<file path="config.mk">
export PLATFORM = sky130hd
export DESIGN_NAME = data_mem_arbiter
export DESIGN_NICKNAME = d
export VERILOG_FILES = /design/src/rtl/data_mem_arbiter.sv
export SDC_FILE = /design/constraint.sdc
export NUM_CORES = 1
export LEC_CHECK = 0
export BUFFER_PORTS_ARGS = -buffer_cell sky130_fd_sc_hd__buf_2
export CORE_MARGIN = 4
export CORE_UTILIZATION = 41
export DETAILED_ROUTE_END_ITERATION = 8
export GPL_TIMING_DRIVEN = 0
export PLACE_DENSITY = 0.77
export SLEW_MARGIN = 20
export SYNTH_ARGS = -nofsm -noshare
export SYNTH_HDL_FRONTEND = slang
export SYNTH_SLANG_ARGS = --single-unit
</file>
<file path="constraint.sdc">
create_clock -name clk -period 1.4 [get_ports clk]
set_input_delay 0.14 -clock clk [delete_from_list [all_inputs] [get_ports clk]]
set_output_delay 0.14 -clock clk [all_outputs]
set_load 0.02 [all_outputs]
</file>
<file path="src/rtl/data_mem_arbiter.sv">
// data_mem_arbiter: round-robin two-port arbiter sequencing accesses to a single data memory port
// through IDLE -> ACCESS -> RESP, with the read data and a one-cycle ack returned in RESP.
module data_mem_arbiter #(
    parameter int ADDR_W = 16,
    parameter int DATA_W = 16
) (
    input  logic              clk,
    input  logic              rst_n,
    input  logic              m0_req,
    input  logic              m0_we,
    input  logic [ADDR_W-1:0] m0_addr,
    input  logic [DATA_W-1:0] m0_wdata,
    output logic              m0_ack,
    output logic [DATA_W-1:0] m0_rdata,
    input  logic              m1_req,
    input  logic              m1_we,
    input  logic [ADDR_W-1:0] m1_addr,
    input  logic [DATA_W-1:0] m1_wdata,
    output logic              m1_ack,
    output logic [DATA_W-1:0] m1_rdata,
    output logic [ADDR_W-1:0] mem_access_addr,
    output logic [DATA_W-1:0] mem_write_data,
    output logic              mem_write_en,
    output logic              mem_read,
    input  logic [DATA_W-1:0] mem_read_data,
    output logic              busy,
    output logic              grant_id
);
    typedef enum logic [1:0] {IDLE, ACCESS, RESP} state_t;

    state_t            state;
    logic              last;
    logic              win;
    logic              win_we;
    logic [DATA_W-1:0] rdata;

    // On contention the port that was not granted last wins.
    assign win      = (m0_req & m1_req) ? ~last : m1_req;
    assign win_we   = win ? m1_we : m0_we;
    assign m0_rdata = rdata;
    assign m1_rdata = rdata;

    always_ff @(posedge clk or negedge rst_n) begin
        if (!rst_n) begin
            state           <= IDLE;
            last            <= 1'b1;
            grant_id        <= 1'b0;
            mem_access_addr <= '0;
            mem_write_data  <= '0;
            mem_write_en    <= 1'b0;
            mem_read        <= 1'b0;
            rdata           <= '0;
            busy            <= 1'b0;
            m0_ack          <= 1'b0;
            m1_ack          <= 1'b0;
        end else begin
            case (state)
                IDLE: if (m0_req | m1_req) begin
                    state           <= ACCESS;
                    last            <= win;
                    grant_id        <= win;
                    mem_access_addr <= win ? m1_addr : m0_addr;
                    mem_write_data  <= win ? m1_wdata : m0_wdata;
                    mem_write_en    <= win_we;
                    mem_read        <= ~win_we;
                    busy            <= 1'b1;
                end
                ACCESS: begin
                    if (mem_read) rdata <= mem_read_data;
                    state        <= RESP;
                    mem_write_en <= 1'b0;
                    mem_read     <= 1'b0;
                    m0_ack       <= ~grant_id;
                    m1_ack       <= grant_id;
                end
                default: begin
                    state  <= IDLE;
                    busy   <= 1'b0;
                    m0_ack <= 1'b0;
                    m1_ack <= 1'b0;
                end
            endcase
        end
    end
endmodule

</file>
# [Word-level counts from Yosys, hierarchy flattened]
# Cells that the tools add are included.
[totals] reg_bits=57 input_bits=86 out_inout_bits=70 elab_cells=39
[classes] eq_ne=2 mux=14 bitwise=6 n_reduce_logical=6
[op_table] cell="2-to-1 mux 16 bit" count=2
[op_table] cell="one-hot mux 1 bit (2 select lines)" count=5
[op_table] cell="AND reduction 2 bit" count=4
[op_table] cell="2-to-1 mux 1 bit" count=5
[op_table] cell="inverter 1 bit" count=4
[op_table] cell="one-hot mux 2 bit (2 select lines)" count=1
[op_table] cell="equality test 2 x 1 -> 1 bit, second input constant" count=1
[op_table] cell="zero test 2 bit" count=1
[op_table] cell="2-to-1 mux 2 bit" count=1
[op_table] cell="!= test 2 bit, second input constant" count=1
[op_table] cell="nonzero test 2 bit" count=1
[op_table] cell="bitwise AND 1 bit" count=1
[op_table] cell="OR 1 bit" count=1

# [Longest topological paths before layout]
[logic_depth] depth_word=6 depth_mapped=5 mapped_depth_nobuf=4

# [Least setup slack after synthesis]
# No wires, ideal clock.
[synth_path] kind="register -> register" start="register last" end="register mem_access_addr[0]" setup_ns=0.125 t_arrival_ns=1.447 required_time_ns=1.275 setup_slack_ns=-0.172 stages_incl_launch_ff=6 path_buffers=2 period_less_slack_ns=1.572 path_cell_list="dfstp_2 a21bo_1 buf_6 buf_12 mux2_4 mux2_4"
[synth_between] elab_chain_len=3
[synth_rtl] element="from (decl)" line="32" source="logic last;"
[synth_rtl] element="from (signal assigned)" line="60" source="last <= win;"
[synth_rtl] element="inverter 1 bit" line="38" source="assign win = (m0_req & m1_req) ? ~last : m1_req;"
[synth_rtl] element="2-to-1 mux 1 bit" line="38"
[synth_rtl] element="2-to-1 mux 16 bit" line="62" source="mem_access_addr <= win ? m1_addr : m0_addr;"
[synth_rtl] element="to (signal assigned)" line="62"
[synth_rtl] element="to (decl)" line="21" source="output logic [ADDR_W-1:0] mem_access_addr,"
# No other way between the ends.
# A chain may end at the register's enable or synchronous reset.

# [Final worst setup path]
[layout_path] start="register last" end="register mem_write_data[12]"
[layout_between] elab_chain_len=3
[layout_rtl] element="inverter 1 bit" line="38"
[layout_rtl] element="2-to-1 mux 1 bit" line="38"
[layout_rtl] element="2-to-1 mux 16 bit" line="63" source="mem_write_data <= win ? m1_wdata : m0_wdata;"
[layout_rtl] element="to (signal assigned)" line="63"
[layout_rtl] element="to (decl)" line="22" source="output logic [DATA_W-1:0] mem_write_data,"
# No other way between the ends.

==> impl_metrics.prom <==
# TYPE chip_impl_metric gauge
chip_impl_info{name="status",value="finished with violations"} 1
chip_impl_metric{name="drt_pass1_iterations",unit=""} 7
chip_impl_metric{name="critPathMaxStageDelay",unit="ns"} 0.54
chip_impl_metric{name="remaining_drc_errors",unit=""} 0
chip_impl_metric{name="via_count_of_the_first_global_routing_pass",unit=""} 2323
chip_impl_metric{name="final_net_count",unit=""} 453
chip_impl_metric{name="synth.distinct_cells",unit=""} 21
chip_impl_metric{name="intPower",unit="uW"} 6495
chip_impl_info{name="ctsRootBufferMaster",value="sky130_fd_sc_hd__clkbuf_8"} 1
chip_impl_info{name="timing.critical_path.from_type",value="flop"} 1
chip_impl_metric{name="finalHoldViolCount",unit=""} 0
chip_impl_metric{name="finish.utilization",unit="%"} 63.64
chip_impl_info{name="hold_start",value="mem_read_data[7]"} 1
chip_impl_metric{name="hold_path_depth",unit=""} 2
chip_impl_metric{name="global_route.usage.total",unit="%"} 15.86
chip_impl_metric{name="max_clock_freq",unit="MHz"} 604.6
chip_impl_info{name="violations_in_the_final_reports",value="negative setup slack"} 1
chip_impl_metric{name="worst-endpoint-arrival",unit="ns"} 1.86
chip_impl_metric{name="critical_path.n_buffers_inverters",unit=""} 2
chip_impl_metric{name="leakage",unit="uW"} 0.002337
chip_impl_info{name="timing.rr.end",value="mem_write_data[12]"} 1
chip_impl_info{name="critical-path-top-delay-family",value="multiplexers"} 1
chip_impl_info{name="hold_path_class",value="in2reg"} 1
chip_impl_metric{name="maxSlewHeadroom",unit="%"} 52.93
chip_impl_metric{name="post-route-min-period",unit="ns"} 1.654
chip_impl_metric{name="ant_nets",unit=""} 0
chip_impl_metric{name="power.share.clock",unit="%"} 14.4
chip_impl_metric{name="number_of_cells_produced_by_synthesis",unit=""} 183
chip_impl_metric{name="seqPwrFrac",unit="%"} 29.1
chip_impl_info{name="timing.critical_path.slowest_stage_cell",value="sky130_fd_sc_hd__dfstp_2"} 1
chip_impl_metric{name="clock_sink_count",unit=""} 57
chip_impl_metric{name="layout-drive-gt1-share",unit="%"} 80.86
chip_impl_metric{name="horizontal_die_dimension",unit="um"} 92.09
chip_impl_info{name="tritoncts",value="done"} 1
chip_impl_metric{name="timing_max_transition_violations_final",unit=""} 0
chip_impl_metric{name="vias_per_cell",unit=""} 4.537
chip_impl_metric{name="clk-insertion-delay-late",unit="ns"} 0.32
chip_impl_metric{name="final.hold.worst_slack",unit="ns"} 0.04555
chip_impl_info{name="crit-reg2reg-launch",value="last"} 1
chip_impl_info{name="layout.cells.most_common",value="sky130_fd_sc_hd__buf_2"} 1
chip_impl_metric{name="cts.clk_slew.worst_paths",unit="ns"} 0.06
chip_impl_metric{name="drt_iter0_drc",unit=""} 32
chip_impl_metric{name="final.period_utilization",unit="%"} 118.1
chip_impl_metric{name="num_antenna_cells",unit=""} 0
chip_impl_metric{name="cp.depth",unit=""} 5
chip_impl_metric{name="worst_ir_drop_vdd",unit="V"} 0.001325
chip_impl_metric{name="r2r_setup_slack",unit="ns"} -0.25
chip_impl_metric{name="setup-violations-final",unit=""} 34
chip_impl_metric{name="grt_first_pass_wirelength",unit="um"} 10720
chip_impl_metric{name="routed-via-count",unit=""} 2119
chip_impl_metric{name="grt_antenna_before_repair",unit=""} 0
chip_impl_metric{name="post_synthesis_instance_area",unit="um^2"} 2899
chip_impl_metric{name="required",unit="ns"} 1.60
chip_impl_metric{name="place.detailed.hpwl",unit="um"} 4809
chip_impl_metric{name="num_io_pins",unit=""} 156
chip_impl_metric{name="seq_area_frac_synth",unit="%"} 49.24
chip_impl_metric{name="cap_viol_max_count",unit=""} 0
chip_impl_metric{name="grt_start_max_net_pins",unit=""} 58
chip_impl_metric{name="htree_levels",unit=""} 3
chip_impl_info{name="commonest_cells_after_routing_fill_and_taps_aside",value="sky130_fd_sc_hd__buf_2 (154), sky130_fd_sc_hd__mux2_4 (65), sky130_fd_sc_hd__dfrtp_1 (55), sky130_fd_sc_hd__buf_4 (23), sky130_fd_sc_hd__mux2_2 (16)"} 1
chip_impl_metric{name="synthToLayoutAreaGrowth",unit="%"} 49.98
chip_impl_metric{name="fp-row-count",unit=""} 30
chip_impl_metric{name="postRouteWirelength",unit="um"} 6979
chip_impl_metric{name="numCtsBuffers",unit=""} 9
chip_impl_metric{name="switching_share",unit="%"} 37.88
chip_impl_metric{name="worst_slack",unit="ns"} -0.2540
chip_impl_metric{name="rr_worst_depth",unit=""} 5
chip_impl_metric{name="synth.ff_latch_count",unit=""} 57
chip_impl_metric{name="final.setup_skew",unit="ns"} 0.009775
chip_impl_metric{name="yosysWarnings",unit=""} 0
chip_impl_metric{name="critical_path_peak_fanout",unit=""} 5
chip_impl_info{name="crit_path_cell_trace",value="a21bo_4 -> clkbuf_16 -> clkbuf_16 -> mux2_4 -> mux2_4"} 1
chip_impl_metric{name="timing_worst_slew_pin_value",unit="ns"} 0.7060
chip_impl_info{name="whs_endpoint",value="m0_rdata[7]"} 1
chip_impl_metric{name="postSynthAreaPerCell",unit="um^2"} 15.84
chip_impl_metric{name="die_y",unit="um"} 92.09
chip_impl_metric{name="synth.net_count",unit=""} 269
chip_impl_info{name="criticalPathCategory",value="reg2reg"} 1
chip_impl_info{name="rsz_0062_raised_after_global_routing",value="yes"} 1
chip_impl_metric{name="grt.overflow.total",unit=""} 0
chip_impl_metric{name="routedWlPerCell",unit="um"} 14.94
chip_impl_metric{name="cts_max_path_buffers",unit=""} 2
chip_impl_info{name="worstSetupEndpointType",value="flop"} 1
chip_impl_metric{name="power_switching",unit="uW"} 3961
chip_impl_metric{name="globalplace.congestion",unit=""} 0.7341
chip_impl_metric{name="combPwrFrac",unit="%"} 56.5
chip_impl_metric{name="buffer_ports.inserted",unit=""} 155
chip_impl_metric{name="floorplan.initialDensity",unit="%"} 42.44
chip_impl_metric{name="floorplan.die_area",unit="um^2"} 8481
chip_impl_metric{name="cellPowerDensity",unit="nW/um^2"} 2405
chip_impl_metric{name="core-area",unit="um^2"} 6832
## worst register-to-register path, delay by kind of cell, from the launching register on
kind	cells	cell delay, ns
mux	2	0.55
buf+inv	2	0.29
compound gates	1	0.15
flops	1	0.54
## layer usage
metal / vias up / track usage, % / part of all wire (%)
met5: - / 0 / 0
met4: 0 / 5.817 / 0.90
met3: 9 / 4.594 / 7.2
met2: 81 / 27.80 / 51
met1: 1028 / 18.31 / 40
li1: 1001 / - / -
## how the worst max path moves through the flow
stage	startpoint	endpoint	slack [ns]
5_1_grt	last	mem_access_addr[7]	-0.29
2_1_floorplan	last	mem_access_addr[0]	-0.17
6_report	last	mem_write_data[12]	-0.25
3_5_place_dp	state[0]	mem_access_addr[1]	-0.27
3_3_place_gp	state[0]	mem_access_addr[3]	-0.27
4_1_cts	last	mem_write_data[9]	-0.24
## kinds of logic after synthesis
kind of cell	count (synthesis)	synth area share (%)
compound gates	6	1.511
buf+inv	28	8.071
mux	85	40.10
flops	57	49.24
simple gates	7	1.079
## cell type report
| class | instances | area (um^2) |
|---|---|---|
| Sequential cell | 57 | 1429 |
| Buffer | 24 | 249.0 |
| Inverter | 4 | 20.02 |
| Clock buffer | 12 | 155.1 |
| Multi-Input combinational cell | 98 | 1308 |
| Timing Repair Buffer | 173 | 1027 |
| Tap cell | 96 | 120.1 |
| Fill cell | 542 | 2484 |
| Clock inverter | 3 | 40.04 |
## what timing repair did
item | 4_1_cts | 5_1_grt
endpoints found under the setup margin | 45 | 50
hold buffers | 2 | 0
pin swaps | 1 | 1
cloned | 1 | 4
setup buffers | 10 | 2
resized for setup | 13 | 21
hold endpoints to repair | 57 | 0
## cell usage after synthesis
cell type                  count  share of area, %
sky130_fd_sc_hd__mux2_4       56                29
sky130_fd_sc_hd__and2_1        1              0.22
sky130_fd_sc_hd__a21oi_1       1              0.17
sky130_fd_sc_hd__inv_1         3              0.39
sky130_fd_sc_hd__buf_12        3               2.1
sky130_fd_sc_hd__a31oi_1       1              0.22
sky130_fd_sc_hd__inv_2         1              0.13
sky130_fd_sc_hd__nand2_1       2              0.26
sky130_fd_sc_hd__nand2b_1      1              0.22
sky130_fd_sc_hd__mux2_2       25               9.7
sky130_fd_sc_hd__o32ai_1       1              0.30
sky130_fd_sc_hd__o21ai_0       1              0.17
sky130_fd_sc_hd__buf_2         1              0.17
sky130_fd_sc_hd__dfstp_2       1              0.91
sky130_fd_sc_hd__nor2_1        3              0.39
sky130_fd_sc_hd__mux2i_1       4               1.4
sky130_fd_sc_hd__buf_4        19               4.9
sky130_fd_sc_hd__dfrtp_1      56                48
sky130_fd_sc_hd__o21ai_2       1              0.30
sky130_fd_sc_hd__a21bo_1       1              0.35
sky130_fd_sc_hd__buf_6         1              0.39
## power by group through the flow
stage,logic (uW),clock network [uW],registers (uW)
after global routing,6280,1610,3170
after detailed placement,5340,0,3050
after floorplan,2820,0,4010
after CTS,5690,1540,3020
final,5910,1500,3050
after global placement,5280,0,3020
## per-stage QoR
stage	std cells	total power [uW]	area [um^2]	TNS (ns)	worst slack, ns
6_report	467	10460	4348	-7.554	-0.2540
5_1_grt	467	11050	4348	-9.141	-0.2893
4_1_cts	462	10250	4167	-7.264	-0.2411
3_5_place_dp	434	8389	3802	-9.126	-0.2747
3_3_place_gp	434	8292	3800	-8.872	-0.2702
2_1_floorplan	183	6832	2904	-4.934	-0.1681
## sequential cells by signal (all words and copies together), names as in the netlist
signal,cells
busy,1
last,1
mem_write_en,1
m0_ack,1
mem_read,1
m1_ack,1
grant_id,1
mem_write_data,16
mem_access_addr,16
state,2
m0_rdata,16
(Power assumes the default switching activity.)
